[src/rtl/voice_allocator.sv]
// Polyphonic voice scheduler: maps note-on/note-off events onto a bank of oscillator voices,
// reusing a matching voice first, then the lowest free voice, then stealing the oldest.
module voice_allocator #(
  parameter int VOICES = 8,
  parameter int WIDTH  = 24,
  parameter int KEY_W  = 7,
  parameter int AGE_W  = 8
) (
  input  logic                          clk,
  input  logic                          rst_n,
  input  logic                          ev_valid,
  output logic                          ev_ready,
  input  logic                          ev_on,
  input  logic [KEY_W-1:0]              ev_key,
  input  logic [15:0]                   ev_freq,
  input  logic [WIDTH-1:0]              ev_amp,
  input  logic                          panic,
  output logic [VOICES-1:0]             voice_enable,
  output logic [VOICES*16-1:0]          voice_freq,
  output logic [VOICES*WIDTH-1:0]       voice_amp,
  output logic [$clog2(VOICES+1)-1:0]   active_count,
  output logic                          steal_pulse
);

  localparam int IDX_W = $clog2(VOICES);
  localparam int CNT_W = $clog2(VOICES+1);
  localparam logic [AGE_W-1:0] AGE_MAX = '1;

  localparam logic [1:0] IDLE    = 2'd0;
  localparam logic [1:0] SCAN    = 2'd1;
  localparam logic [1:0] COMMIT  = 2'd2;
  localparam logic [1:0] RESTART = 2'd3;

  logic [1:0]       state;
  logic             started;
  logic [IDX_W-1:0] idx;
  logic             lat_on;
  logic [KEY_W-1:0] lat_key;
  logic [15:0]      lat_freq;
  logic [WIDTH-1:0] lat_amp;

  logic             match_found, free_found, old_found;
  logic [IDX_W-1:0] match_idx, free_idx, old_idx, restart_idx;
  logic [AGE_W-1:0] old_age;

  logic [KEY_W-1:0] voice_key [VOICES];
  logic [AGE_W-1:0] voice_age [VOICES];

  logic [IDX_W-1:0] commit_tgt;
  logic             commit_steal;
  logic             commit_restart;
  logic [VOICES-1:0] en_nxt;
  logic [CNT_W-1:0] cnt_nxt;

  // started delays ev_ready by one edge after reset release
  assign ev_ready = (state == IDLE) && started && !panic;

  always_comb begin
    commit_tgt     = match_found ? match_idx : (free_found ? free_idx : old_idx);
    commit_steal   = lat_on && !match_found && !free_found;
    commit_restart = lat_on && (match_found || !free_found);
    en_nxt         = voice_enable;
    if (panic) begin
      en_nxt = '0;
    end else if (state == COMMIT) begin
      if (lat_on) begin
        en_nxt[commit_tgt] = !commit_restart;
      end else if (match_found) begin
        en_nxt[match_idx] = 1'b0;
      end
    end else if (state == RESTART) begin
      en_nxt[restart_idx] = 1'b1;
    end
    cnt_nxt = '0;
    for (int v = 0; v < VOICES; v++) begin
      cnt_nxt = cnt_nxt + CNT_W'(en_nxt[v]);
    end
  end

  always_ff @(posedge clk or negedge rst_n) begin
    if (!rst_n) begin
      state        <= IDLE;
      started      <= 1'b0;
      idx          <= '0;
      lat_on       <= 1'b0;
      lat_key      <= '0;
      lat_freq     <= '0;
      lat_amp      <= '0;
      match_found  <= 1'b0;
      free_found   <= 1'b0;
      old_found    <= 1'b0;
      match_idx    <= '0;
      free_idx     <= '0;
      old_idx      <= '0;
      old_age      <= '0;
      restart_idx  <= '0;
      voice_enable <= '0;
      voice_freq   <= '0;
      voice_amp    <= '0;
      active_count <= '0;
      steal_pulse  <= 1'b0;
      for (int v = 0; v < VOICES; v++) begin
        voice_key[v] <= '0;
        voice_age[v] <= '0;
      end
    end else begin
      started      <= 1'b1;
      steal_pulse  <= 1'b0;
      voice_enable <= en_nxt;
      active_count <= cnt_nxt;
      if (panic) begin
        state <= IDLE;
        for (int v = 0; v < VOICES; v++) begin
          voice_age[v] <= '0;
        end
      end else begin
        case (state)
          IDLE: begin
            if (ev_valid && ev_ready) begin
              lat_on      <= ev_on;
              lat_key     <= ev_key;
              lat_freq    <= ev_freq;
              lat_amp     <= ev_amp;
              idx         <= '0;
              match_found <= 1'b0;
              free_found  <= 1'b0;
              old_found   <= 1'b0;
              state       <= SCAN;
            end
          end
          SCAN: begin
            // Strict '>' keeps the lowest index among equally old voices
            if (voice_enable[idx]) begin
              if (!match_found && voice_key[idx] == lat_key) begin
                match_found <= 1'b1;
                match_idx   <= idx;
              end
              if (!old_found || voice_age[idx] > old_age) begin
                old_found <= 1'b1;
                old_idx   <= idx;
                old_age   <= voice_age[idx];
              end
            end else if (!free_found) begin
              free_found <= 1'b1;
              free_idx   <= idx;
            end
            idx <= idx + 1'b1;
            if (idx == IDX_W'(VOICES-1)) state <= COMMIT;
          end
          COMMIT: begin
            state <= IDLE;
            if (lat_on) begin
              for (int v = 0; v < VOICES; v++) begin
                if (IDX_W'(v) == commit_tgt) begin
                  voice_key[v]                 <= lat_key;
                  voice_age[v]                 <= '0;
                  voice_freq[16*v +: 16]       <= lat_freq;
                  voice_amp[WIDTH*v +: WIDTH]  <= lat_amp;
                end else if (voice_enable[v] && voice_age[v] != AGE_MAX) begin
                  voice_age[v] <= voice_age[v] + 1'b1;
                end
              end
              steal_pulse <= commit_steal;
              restart_idx <= commit_tgt;
              if (commit_restart) state <= RESTART;
            end
          end
          RESTART: state <= IDLE;
          default: state <= IDLE;
        endcase
      end
    end
  end

endmodule

[config.mk]
export PLATFORM = sky130hd
export DESIGN_NAME = voice_allocator
export DESIGN_NICKNAME = d
export VERILOG_FILES = /design/src/rtl/voice_allocator.sv
export SDC_FILE = /design/constraint.sdc
export NUM_CORES = 1
export LEC_CHECK = 0
export BUFFER_PORTS_ARGS = -buffer_cell sky130_fd_sc_hd__buf_2
export CELL_PAD_IN_SITES_DETAIL_PLACEMENT = 0
export CELL_PAD_IN_SITES_GLOBAL_PLACEMENT = 2
export CORE_MARGIN = 3
export CORE_UTILIZATION = 40
export DETAILED_ROUTE_END_ITERATION = 16
export PLACE_DENSITY = 0.86
export SKIP_LAST_GASP = 1
export SYNTH_ARGS = -nofsm -noshare
export SYNTH_HDL_FRONTEND = slang
export SYNTH_SLANG_ARGS = --single-unit
[constraint.sdc]
create_clock -name clk -period 7.85 [get_ports clk]
set_input_delay 0.3925 -clock clk [delete_from_list [all_inputs] [get_ports clk]]
set_output_delay 0.3925 -clock clk [all_outputs]
set_load 0.03 [all_outputs]
==> run_results.csv <==
group,metric,value,unit
run_status,status,"finished clean",
sta,grt_setup_unrepaired,"no",
clock_network,cts_buffers,56,
floorplan,dieArea,0.0589,mm2
clock_network,clock_sinks,530,
sta,finalCriticalPeriod,4750,ps
power,p_leak,14.5,nW
clock_network,cts_setup_buffers,0,
hold_path,hp-class,"input port to flop",
placement,portBuffers,385,
worst_setup_path,crit_arrival,5230,ps
synth,synthFlopType,"dfrtp_1",
global_route,overflow,0,
detailed_routing,routedWlPerCell,22.3,um
final_layout,syn_to_final_growth,22.6,%
sta,slew_violations,0,
detailed_routing,drtAntennaViolNets,0,
worst_setup_path,cp.required,8330,ps
floorplan,fp.coreArea,0.0553,mm2
final_layout,stdcell_count,2808,
placement,hpwl,42700,um
synth,syn_area,0.0224,mm2
global_route,grtUsageTotal,21.2,%
synth,ys_async_sr_fraction,100,%
synth,synthMuxAreaShare,26.6,%
synth,ys_ff_latch,530,
sta,max-slew-margin-rel,21.3,%
synth,synth_area_per_cell,14.1,um2
clock_network,htreeDepth,2,
worst_setup_path,crit_path_start_kind,"flop",
synth,yosysSeqAreaShare,59.1,%
floorplan,die_h,243,um
synth,syn-num-nets,1669,
floorplan,ioPinCount,386,
floorplan,initial_utilization,40.5,%
detailed_routing,dr_total_vias,14800,
hold_path,hold-path-cell-count,2,
worst_setup_path,r2r_cells,15,
placement,dp.cells,2666,
synth,netlist_instances,1592,
sta,finalCritPeriodShare,60.5,%
power,peakVddDrop,199,uV
synth,synthSimpleGateAreaFrac,5.48,%
floorplan,fp-row-count,86,
sta,hold_ws,39.7,ps
placement,pre_cts_slack,3130,ps
sta,layout_setup_ws,3100,ps
synth,synth_top_family_by_area,"multiplexers",
sta,fin_setup_tns,0,ps
detailed_routing,drt-total-wl,62600,um
clock_network,ctsResizeCount,0,
sta,finalSetupViolations,0,
synth,synth_fa_ha_area_share,1.53,%
final_layout,layout.cell_area.non_filler,0.0275,mm2
detailed_routing,drc_errors,0,
sta,tightest_slew,1180,ps
worst_setup_path,worstSetupPathType,"flop to flop",
global_route,grt_pass1_wl,97200,um
sta,max_freq,211,MHz
synth,ys_warn_count,0,
job,cap_viol_max_count,0,
global_route,grt_pass1_vias,15700,
synth,synth_compound_area_share,3.31,%
floorplan,die_w,243,um
worst_setup_path,crit_path_max_fanout,16,
detailed_routing,dr.pass1.iters,5,
sta,skew,21.7,ps
detailed_routing,drt-initial-drc-count,863,
synth,synth_edf_count,0,
detailed_routing,viasPerCell,5.27,
worst_setup_path,cp-end-kind,"flop",
synth,synth_xor_area_share,1.72,%
final_layout,antenna_cells,0,
clock_network,clock_latency,610,ps
clock_network,path_clk_slew,60,ps
synth,ys_types,57,
clock_network,clockRootBuffer,"clkbuf_16",
power,p_per_area,240,mW/mm2
sta,hold_violations,0,
clock_network,clockBufferDepth,3,
placement,dpl_cell_area,0.0251,mm2
global_route,grt_start_max_net_pins,172,
placement,gp_congestion,0.862,
clock_network,cts_tree,"built",
global_route,antenna_found_initial,0,
final_layout,layout-drive-gt1-share,48.3,%
final_layout,nNetsFinal,2090,
state kept, by name (all words and copies together) (netlist names), 3 cells and up:
| signal | flops |
|---|---|
| voice_enable | 8 |
| restart_idx | 3 |
| free_idx | 3 |
| voice_key | 56 |
| voice_freq | 128 |
| lat_freq | 16 |
| old_age | 8 |
| voice_age | 64 |
| old_idx | 3 |
| lat_key | 7 |
| active_count | 4 |
| voice_amp | 192 |
| lat_amp | 24 |
| match_idx | 3 |
| idx | 3 |
power breakdown:
group	switching [mW]	internal, mW	leakage, nW	total, mW
clock network	1.10	1.68	0.963	2.77
registers	0.210	2.85	7.28	3.06
logic	0.456	0.293	6.21	0.749
critical path, cell delays in order, from the launching register on:
cell and delay [ps]:
dfrtp_1 510, mux2i_1 270, o21a_1 510, nand3_1 320, mux2_2 350, a221oi_1 250
nor2_1 110, fa_1 580, inv_1 50, fa_1 490, fa_1 410, inv_1 60
ha_1 150, inv_1 50, fa_1 480, inv_1 40
repair_timing:
item                                    4_1_cts  5_1_grt
endpoints found under the setup margin        0        0
endpoints found under the hold margin       117        0
hold buffers                                 37        0
per-stage QoR:
step	total power, mW	util [%]
6_report	6.59	49.7
5_1_grt	6.86	49.7
4_1_cts	6.66	49.7
3_5_place_dp	3.85	45.4
3_3_place_gp	3.82	45.4
2_1_floorplan	3.56	-
path summary, 6_finish.rpt:
check | start | endpoint | slack [ps]
setup / recovery | free_found | active_count[1] | 3100
hold / removal | ev_freq[7] | lat_freq[7] | 40
setup reg to reg | free_found | active_count[1] | 3100
hold reg to reg | voice_key[29] | voice_key[29] | 490
max in group asynchronous | rst_n | voice_amp[73] | 5460
min in group asynchronous | rst_n | active_count[0] | 420
Yosys cell counts, types with 5 or more instances:
cell      instances  area, um2
a21oi_1          14       70.1
a221oi_1          6       52.6
a31oi_1          13       81.3
and3_1           14       87.6
buf_1            11       41.3
buf_2            49        245
clkbuf_1         16       60.1
dfrtp_1         530      13300
ha_1             21        263
inv_1            28        105
mux2_2          461       5190
mux2i_1          19        190
mux4_2           21        473
nand2_1          80        300
nand2b_1          6       37.5
nand3_1          32        160
nand4_1          16        100
nor2_1           76        285
nor2b_1           8       50.1
nor3_1           18       90.1
nor4_1            5       31.3
o211ai_1          6       45.0
o21a_1            7       52.6
o21ai_0          37        185
o31ai_1           5       37.5
xnor2_1          15        131
xor2_1           29        254
routing by layer:
| metal | track usage [%] | up-vias | part of all wire (%) |
|---|---|---|---|
| li1 | - | 6540 | - |
| met1 | 27.3 | 7753 | 42 |
| met2 | 35.5 | 403 | 49 |
| met3 | 5.68 | 99 | 6.3 |
| met4 | 5.71 | 0 | 2.7 |
| met5 | 0 | - | 0 |
final cells by class:
type	instances	area, um2
fillers	4876	27800
repair buffers	444	2500
flip-flops and latches	530	13300
well taps	748	936
clock inverters	21	302
inverters	28	105
multi-input cells	953	8700
clock buffers	84	1680
layout by cell type, fill, tap and decap left out, types with 28 or more instances in the layout:
| cell type | count |
|---|---|
| dfrtp_1 | 530 |
| mux2_2 | 461 |
| buf_2 | 384 |
| nand2_1 | 76 |
| nor2_1 | 76 |
| clkbuf_16 | 57 |
| o21ai_0 | 37 |
| dlygate4sd3_1 | 37 |
| nand3_1 | 32 |
| xor2_1 | 29 |
| inv_1 | 28 |
logic make-up after synthesis:
kind of cell | count (synthesis)
DFF | 530
muxes | 505
and+or+nand+nor | 264
AOI/OAI and AO/OA | 114
buffers and inverters | 109
xor gates and xnor gates | 44
adders and majority gates | 25
other | 1
No activity file was read; power rests on OpenSTA's default activity.
